`config.mk`:
```
export PLATFORM = sky130hd
export DESIGN_NAME = hazard_interlock_unit
export DESIGN_NICKNAME = d
export VERILOG_FILES = /design/src/rtl/hazard_interlock_unit.sv
export SDC_FILE = /design/constraint.sdc
export NUM_CORES = 1
export LEC_CHECK = 0
export CORE_MARGIN = 8
export CORE_UTILIZATION = 44
export DETAILED_ROUTE_END_ITERATION = 6
export GPL_TIMING_DRIVEN = 0
export PLACE_DENSITY = 0.82
export SLEW_MARGIN = 40
export SYNTH_ARGS = -nofsm -noshare
export SYNTH_HDL_FRONTEND = slang
export SYNTH_SLANG_ARGS = --single-unit
```
`constraint.sdc`:
```
create_clock -name clk_i -period 2.3 [get_ports clk_i]
set_input_delay 0.46 -clock clk_i [delete_from_list [all_inputs] [get_ports clk_i]]
set_output_delay 0.46 -clock clk_i [all_outputs]
set_load 0.01 [all_outputs]
```
`src/rtl/hazard_interlock_unit.sv`:
```
`default_nettype none
// ============================================================================
// Module   : hazard_interlock_unit
// Purpose  : Stall/flush interlock for a 5-stage MIPS pipeline. It handles
//            load-use, branch-operand, taken-branch flush and dmem freeze.
// Revision : 1.0 - initial release
// ============================================================================
module hazard_interlock_unit #(
    parameter int LOAD_BRANCH_STALLS = 2,
    parameter int COUNT_W            = 32
) (
    input  logic               clk_i,
    input  logic               reset_i,
    input  logic [4:0]         IFIDRs_i,
    input  logic [4:0]         IFIDRt_i,
    input  logic               IDUsesRs_i,
    input  logic               IDUsesRt_i,
    input  logic               IDIsBranch_i,
    input  logic               BranchTaken_i,
    input  logic               IDEXMemRead_i,
    input  logic               IDEXRegWrite_i,
    input  logic [4:0]         IDEXWriteReg_i,
    input  logic               EXMEMMemRead_i,
    input  logic               EXMEMRegWrite_i,
    input  logic [4:0]         EXMEMRd_i,
    input  logic               DMemBusy_i,
    output logic               PCWrite_o,
    output logic               IFIDWrite_o,
    output logic               IFIDFlush_o,
    output logic               IDEXBubble_o,
    output logic               PipeFreeze_o,
    output logic [COUNT_W-1:0] StallCycles_o,
    output logic [COUNT_W-1:0] FlushCount_o
);

    typedef enum logic [0:0] {RUN = 1'b0, HOLD = 1'b1} state_t;

    localparam logic [1:0]         c_LB_STALLS = LOAD_BRANCH_STALLS[1:0];
    localparam logic [COUNT_W-1:0] c_CNT_MAX   = {COUNT_W{1'b1}};

    state_t             state_q, state_d;
    logic [1:0]         rem_q, rem_d;
    logic [COUNT_W-1:0] stall_cnt_q, flush_cnt_q;

    logic w_match_ex, w_match_mem;
    logic w_h_lu, w_h_lb, w_h_ab, w_h_mb;
    logic [1:0] w_n_req;

    assign w_match_ex  = (IDEXWriteReg_i != 5'd0) &&
                         ((IDUsesRs_i && (IFIDRs_i == IDEXWriteReg_i)) ||
                          (IDUsesRt_i && (IFIDRt_i == IDEXWriteReg_i)));
    assign w_match_mem = (EXMEMRd_i != 5'd0) &&
                         ((IDUsesRs_i && (IFIDRs_i == EXMEMRd_i)) ||
                          (IDUsesRt_i && (IFIDRt_i == EXMEMRd_i)));

    assign w_h_lu = IDEXMemRead_i && IDEXRegWrite_i && w_match_ex && !IDIsBranch_i;
    assign w_h_lb = IDIsBranch_i && IDEXMemRead_i && IDEXRegWrite_i && w_match_ex;
    assign w_h_ab = IDIsBranch_i && !IDEXMemRead_i && IDEXRegWrite_i && w_match_ex;
    assign w_h_mb = IDIsBranch_i && EXMEMMemRead_i && EXMEMRegWrite_i && w_match_mem;

    // Load-to-branch needs the longest stall, so it dominates the others.
    assign w_n_req = w_h_lb ? c_LB_STALLS :
                     (w_h_lu || w_h_ab || w_h_mb) ? 2'd1 : 2'd0;

    always_comb begin
        state_d      = state_q;
        rem_d        = rem_q;
        PCWrite_o    = 1'b1;
        IFIDWrite_o  = 1'b1;
        IFIDFlush_o  = 1'b0;
        IDEXBubble_o = 1'b0;
        PipeFreeze_o = 1'b0;
        if (reset_i) begin
            state_d = RUN;
            rem_d   = 2'd0;
        end else if (DMemBusy_i) begin
            PipeFreeze_o = 1'b1;
            PCWrite_o    = 1'b0;
            IFIDWrite_o  = 1'b0;
        end else if (state_q == HOLD) begin
            PCWrite_o    = 1'b0;
            IFIDWrite_o  = 1'b0;
            IDEXBubble_o = 1'b1;
            rem_d        = rem_q - 2'd1;
            if (rem_q == 2'd1) begin
                state_d = RUN;
            end
        end else if (w_n_req != 2'd0) begin
            PCWrite_o    = 1'b0;
            IFIDWrite_o  = 1'b0;
            IDEXBubble_o = 1'b1;
            if (w_n_req > 2'd1) begin
                state_d = HOLD;
                rem_d   = w_n_req - 2'd1;
            end
        end else begin
            IFIDFlush_o = BranchTaken_i && IDIsBranch_i;
        end
    end

    always_ff @(posedge clk_i) begin
        if (reset_i) begin
            state_q     <= RUN;
            rem_q       <= 2'd0;
            stall_cnt_q <= '0;
            flush_cnt_q <= '0;
        end else begin
            state_q <= state_d;
            rem_q   <= rem_d;
            if (IDEXBubble_o && (stall_cnt_q != c_CNT_MAX)) begin
                stall_cnt_q <= stall_cnt_q + 1'b1;
            end
            if (IFIDFlush_o && (flush_cnt_q != c_CNT_MAX)) begin
                flush_cnt_q <= flush_cnt_q + 1'b1;
            end
        end
    end

    assign StallCycles_o = stall_cnt_q;
    assign FlushCount_o  = flush_cnt_q;

endmodule
`default_nettype wire

```
==> summary.txt, run 1 <==
CTS
  – CTS tree: done
  – Num Clock Sinks: 67
  – H-tree Lvls: 3
  – Clock buffer count from CTS: 9
  – Worst-skew pair later-pin latency: around 0.34 ns
  – Clk root buf: clkbuf_8
  – Worst-path clk slew: approximately 0.07 ns
  – Max clock buf depth: 2

Place
  – Cell Area, Placed: 4980 um2
  – DP Cell Count: 680
  – HPWL after DPL: 9.19 mm
  – IO Port Bufs: 99
  – GP Congestion: 0.888

Drt
  – Routed WL: approximately 13 mm
  – First-pass DRT Iterations: 5
  – Routed Antenna Nets: 0
  – Via count: approximately 4.4k
  – DRT iter0 DRCs: 341
  – Drt wl/cell: between 15 and 20 um
  – # DRC: 0
  – Drt via density: 6.15

Global routing
  – Vias in the first global route: approximately 4.4k
  – First-pass GRT wire length: 20.9 mm
  – Initial antenna violation count: 0
  – Largest net degree at the start of global routing: 12
  – Total gr overflow: 0
  – Global Route Usage Sum: 0.213

Synthesis
  – Post-synth net total: 507
  – #FFs+latches synth: 67
  – Synth cell types: 55
  – FFs w/ async S/R, synth: 0
  – Post-synthesis mux area share: 0.0228
  – Syn Inst Count: 473
  – Share of the synthesized area in the top cell type: 0.350
  – Largest family of logic cells by synthesized area: simple AND/OR/NAND/NOR gates
  – Post-Synth XOR/XNOR Area: 0.0571
  – Post-synthesis sequential area ratio: 0.350
  – Synthesized cell area: 3840 um2
  – Compound-gate portion of the synthesized area: 0.204
  – Post-Synth Adder-Cell Area: 0.00978
  – Synth Flop Type: dfxtp_1
  – Simple logic cell fraction of the synthesized area: 0.308
  – Most frequent cells after synthesis: dfxtp_1, a21oi_1, nand2_1, nand3_1, nor2_1
  – Most common cell in the netlist: dfxtp_1
  – EDFF count, synth: 0
  – Synth top area cells: dfxtp_1, a21oi_1, xnor2_1
  – Synth area leader: dfxtp_1
  – Syn Area/Cell: between 8 and 9 um2
  – Yosys warnings: 0

Worst setup path
  – R2R Path Start: FlushCount_o[5]$_SDFFE_PP0P_
  – CP delay by family, top: buffers and inverters
  – Crit end category: primary output
  – WP data required: 1.84 ns
  – Arr. time, crit path: around 2.0 ns
  – Slowest CP cell: clkdlybuf4s50_1
  – Setup CP Type: primary input to primary output
  – Critical Path Fanout Max: 3
  – Startpoint types: primary input
  – Buffers and inverters on the worst path: 4
  – Max incr delay on CP: between 0.4 and 0.5 ns
  – Crit path from: EXMEMMemRead_i
  – Critical-path cell list: clkdlybuf4s50_1, nand3_1, a21oi_1, a21oi_2, and2_4, buf_8, buf_8, nor2_4, buf_6
  – Most repeated library cell on the critical path: buf_8

Finish
  – Post-layout util: 0.657
  – Layout cells sized above 1: 0.268
  – Finished Layout Cells: 720
  – Inserted Diodes: 0
  – Area growth syn-to-layout: 47.2%
  – Seq. cell area: 1380 um2
  – Final instance area: 5650 um2
  – Final #Nets: 641
  – Area of the multi-input gates: ~2600 um2
  – Filler instances: 662

STA
  – Crit share post-route: 1.05
  – Highest Clock Rate: 0.413 GHz
  – Final setup viols: 5
  – Least-Margin Pin Slew: just over 0.6 ns
  – RSZ-0062 raised after global routing: yes
  – Max Slew Vio Count: 0
  – Post-route setup slack: -0.121 ns
  – Final Hold Fails: 0
  – Min Tclk post-route: 2.42 ns
  – Hold Slack: roughly 0.48 ns
  – Worst Clk Skew: 0.00979 ns
  – Slew margin rel.: 0.593

Floorplan
  – Die Span Y: approximately 110 um
  – I/O pins: 100
  – Die width: about 110 um
  – Die area: approximately 12000 um2
  – Core Region: 8590 um2
  – Site Rows: 34
  – Starting density of the core: 0.447

Outcome
  – Outcome: finished, violations left
  – Failing checks: setup timing

Pwr
  – PwrDens: 402 nW/um2
  – Max VDD drop: 0.000286 V
  – Pleak: 1.91 nW

Worst hold path
  – Min-delay src: StallCycles_o[0]$_SDFFE_PP0P_
  – Hold Path Class: register to register

Job
  – MaxCap Viol Count: 0
[report_power, final]
part	internal [W]	leakage, nW	switching [W]
Clock	0.000420	0.0863	0.000461
Combinational	0.000106	1.28	0.000130
Sequential	0.00115	0.551	0.00000175
[stage by stage]
step | total power, W | TNS (ns) | setup WS, ns
global placement | 0.00139 | -39.56 | -1.17
floorplan | 0.00129 | -0.0480 | -0.0480
CTS | 0.00227 | -0.294 | -0.107
finish | 0.00227 | -0.321 | -0.121
global route | 0.00235 | -1.18 | -0.169
detailed placement | 0.00140 | -44.08 | -1.21
[worst register-to-register path, delay by kind of cell, from the launching register on]
family,cells,cell delay [ns]
multiplexers,1,0.33
buffers and inverters,1,0.17
AND/OR/NAND/NOR,6,1.28
flip-flops,1,0.39
[metal layers]
layer / vias to the layer above / part of all wire / global-route usage
met5: - / 0 / 0
met4: 0 / 0.020 / 0.0800
met3: 31 / 0.084 / 0.0445
met2: 225 / 0.49 / 0.368
met1: 2123 / 0.41 / 0.255
li1: 2048 / - / -
[worst paths after layout]
kind                                                 endpoint  slack [ns]  cells past startpoint
worst max register to register  FlushCount_o[29]$_SDFFE_PP0P_        0.04                      8
worst max-delay path                             IDEXBubble_o       -0.12                      9
worst min register to register  StallCycles_o[0]$_SDFFE_PP0P_        0.48                      1
worst min-delay path            StallCycles_o[0]$_SDFFE_PP0P_        0.48                      1
[final cells by class]
type / count / area share
multi-input cells: 367 / 0.458
flip-flops and latches: 67 / 0.244
repair buffers: 125 / 0.202
plain buffers: 23 / 0.0332
clock buffers: 12 / 0.0257
well taps: 108 / 0.0239
inverters: 14 / 0.00930
clock inverters: 4 / 0.00465
[repair_timing]
action                                  4_1_cts  5_1_grt
endpoints found under the setup margin       67       50
endpoints found under the hold margin         0        0
setup buffers                                17        8
pin swaps                                    25       28
resized for setup                           125       83
hold buffers                                  0        0
gates cloned                                  0        1
[registers in the layout, indices dropped and copies added (netlist names)]
| register | cells |
|---|---|
| FlushCount_o | 32 |
| StallCycles_o | 32 |
| rem_q | 2 |
| state_q | 1 |
[cell families after synthesis]
logic type      count (synthesis)
compound gates                118
xor+xnor                       25
fa+ha+maj                       3
buf+inv                        39
flops                          67
mux                             8
simple gates                  213
[cell usage in the layout (no fill, tap or decap), types with 18 or more instances in the layout]
cell type / instances
clkdlybuf4s50_1: 70
dfxtp_1: 48
a21oi_1: 45
nand2_1: 32
nand3_1: 31
nor2_1: 28
buf_4: 23
or4_1: 22
nand4_1: 20
o31ai_1: 19
xnor2_1: 18
No activity file was read; power rests on OpenSTA's default activity.
==> run 2: changes to the inputs <==
- PLACE_DENSITY: 0.82 -> 0.76
==> summary.txt, run 2 (same netlist as run 1, synthesis figures left out) <==
Drt
  – Metal3 WL: 904 um
  – # DRC: 0
  – Met2 WL: about 6.2 mm
  – Routed WL: between 10 and 15 mm
  – Routed Antenna Nets: 0
  – DRT iter0 DRCs: 341
  – Highest Signal Layer: met4
  – Via count: 4368
  – First-pass DRT Iterations: 5
  – Drt via density: a little over 6
  – M1 wire length: 5.61 mm
  – Drt wl/cell: ~18 um

Pwr
  – Switching share of power: 0.244
  – Switching power: 0.000571 W
  – Max VDD drop: 0.000262 V
  – Flop pwr share: 0.494
  – PnR Total Power: between 0.002 and 0.0025 W
  – Combinational share of power: 0.099
  – PwrDens: 415 nW/um2
  – Pleak: 1.93 nW
  – Internal cell power: 0.00177 W
  – Clock power frac: 0.407

Worst setup path
  – Cells on worst reg2reg path: 8
  – Crit Reg-Reg Endpoint: FlushCount_o[7]$_SDFFE_PP0P_
  – WP data required: approximately 1.8 ns
  – Critical Path Fanout Max: 4
  – Crit end category: primary output
  – Startpoint types: primary input
  – R2R Path Start: FlushCount_o[0]$_SDFFE_PP0P_
  – FF-to-FF setup slack: 0.03 ns
  – Arr. time, crit path: 1.97 ns
  – Setup CP Type: primary input to primary output

Finish
  – Final instance area: 5640 um2
  – Final #Nets: between 600 and 700
  – Filler instances: 723
  – Area growth syn-to-layout: 47.1%
  – Most frequent cells in the layout: clkdlybuf4s50_1, dfxtp_1, a21oi_1
  – Area of the multi-input gates: approximately 2600 um2
  – Most common cell after layout, fill and taps aside: clkdlybuf4s50_1
  – Inserted Diodes: 0
  – Layout cells sized above 1: 0.258
  – Post-layout util: 0.657
  – Seq. cell area: 1370 um2
  – Finished Layout Cells: 721

Worst hold path
  – Min-delay src: StallCycles_o[4]$_SDFFE_PP0P_
  – Hold Path Class: register to register
  – Min-Delay Path Depth: 1
  – Worst-case hold path end point: StallCycles_o[4]$_SDFFE_PP0P_

Global routing
  – Total gr overflow: 0
  – Largest net degree at the start of global routing: 11
  – Global Route Usage Sum: 0.204
  – Initial antenna violation count: 0
  – First-pass GRT wire length: 19.6 mm
  – Vias in the first global route: 3981

Floorplan
  – Die Span Y: 109 um
  – Site Rows: 34
  – Die area: 12000 um2
  – Core Region: 8590 um2
  – Die width: 109 um
  – Starting density of the core: 0.447
  – I/O pins: 100

CTS
  – Worst-path clk slew: 0.07 ns
  – H-tree Lvls: 3
  – Max clock buf depth: 2
  – Num Clock Sinks: 67
  – Clock buffer count from CTS: 9
  – Hold_buf cts: 0
  – CTS tree: done
  – Clk root buf: clkbuf_8
  – Worst-skew pair later-pin latency: between 0.3 and 0.4 ns

STA
  – Final Hold Fails: 0
  – Slew margin rel.: 0.624
  – RSZ-0062 raised after global routing: yes
  – Post-route setup slack: -0.132 ns
  – Final setup viols: 11
  – Worst Clk Skew: 0.00869 ns
  – Least-Margin Pin Slew: 0.563 ns
  – Max Slew Vio Count: 0
  – Highest Clock Rate: 0.411 GHz
  – Crit share post-route: 1.06
  – Min Tclk post-route: 2.43 ns

Job
  – MaxCap Viol Count: 0

Place
  – GP Congestion: about 0.9
  – Cell Area, Placed: 4980 um2
  – Pre-CTS setup slack: -1.22 ns
  – DP Cell Count: slightly below 700
  – IO Port Bufs: 99
  – HPWL after DPL: 9.12 mm

Outcome
  – Failing checks: setup timing
  – Outcome: finished, violations left
[run 2: worst max-delay path by stage]
stage / start / endpoint / slack (ns) / cells after the start
floorplan: IDEXWriteReg_i[0] / IDEXBubble_o / -0.05 / 8
CTS: IFIDRt_i[1] / IDEXBubble_o / -0.26 / 11
global placement: IDEXWriteReg_i[0] / IDEXBubble_o / -1.17 / 10
finish: IDEXWriteReg_i[2] / IDEXBubble_o / -0.13 / 9
detailed placement: IDEXWriteReg_i[0] / IDEXBubble_o / -1.22 / 10
global route: EXMEMMemRead_i / PCWrite_o / -0.17 / 10
[run 2: layout make-up]
cell class | count | area share
Tap cell | 108 | 0.0239
Sequential cell | 67 | 0.243
Timing Repair Buffer | 127 | 0.203
Buffer | 24 | 0.0346
Multi-Input combinational cell | 367 | 0.454
Inverter | 14 | 0.00931
Clock inverter | 3 | 0.00709
Clock buffer | 11 | 0.0250
[run 2: metal layers]
metal / vias to the layer above / GRT usage
li1: 2055 / -
met3: 21 / 0.0451
met2: 162 / 0.334
met4: 0 / 0.0800
met1: 2130 / 0.255
met5: - / 0
[run 2: what timing repair did]
action,CTS,global route
cloned,0,1
setup endpoints to repair,66,53
pin swaps,20,32
setup buffers,15,13
resized for setup,109,90
[run 2: per-stage QoR]
stage	hold WS (ns)	TNS [ns]
2_1_floorplan	0.441	-0.0480
3_3_place_gp	0.458	-40.77
3_5_place_dp	0.473	-44.53
4_1_cts	0.484	-0.558
5_1_grt	0.489	-2.69
6_report	0.474	-0.697
[run 2: power groups by stage]
stage	registers (W)	clock network (W)	logic (W)
floorplan	0.00119	0	0.0000968
global placement	0.00119	0	0.000203
detailed placement	0.00119	0	0.000207
CTS	0.00116	0.000960	0.000215
global route	0.00116	0.00100	0.000245
finish	0.00116	0.000955	0.000232
[run 2: worst max-delay path, stage by stage]
cell and delay, ns:
buf_8 0.10, or4_4 0.53, o21a_4 0.24, o211ai_4 0.08
and2_4 0.20, buf_8 0.10, buf_8 0.09, nor2_4 0.03
buf_6 0.13
==> run 3: changes to the inputs <==
- GPL_ROUTABILITY_DRIVEN: default -> 0
- SLEW_MARGIN: 40 -> 0
==> results of run 3 <==
Same layout as run 2: the final DEF is identical, and so are final timing and power.
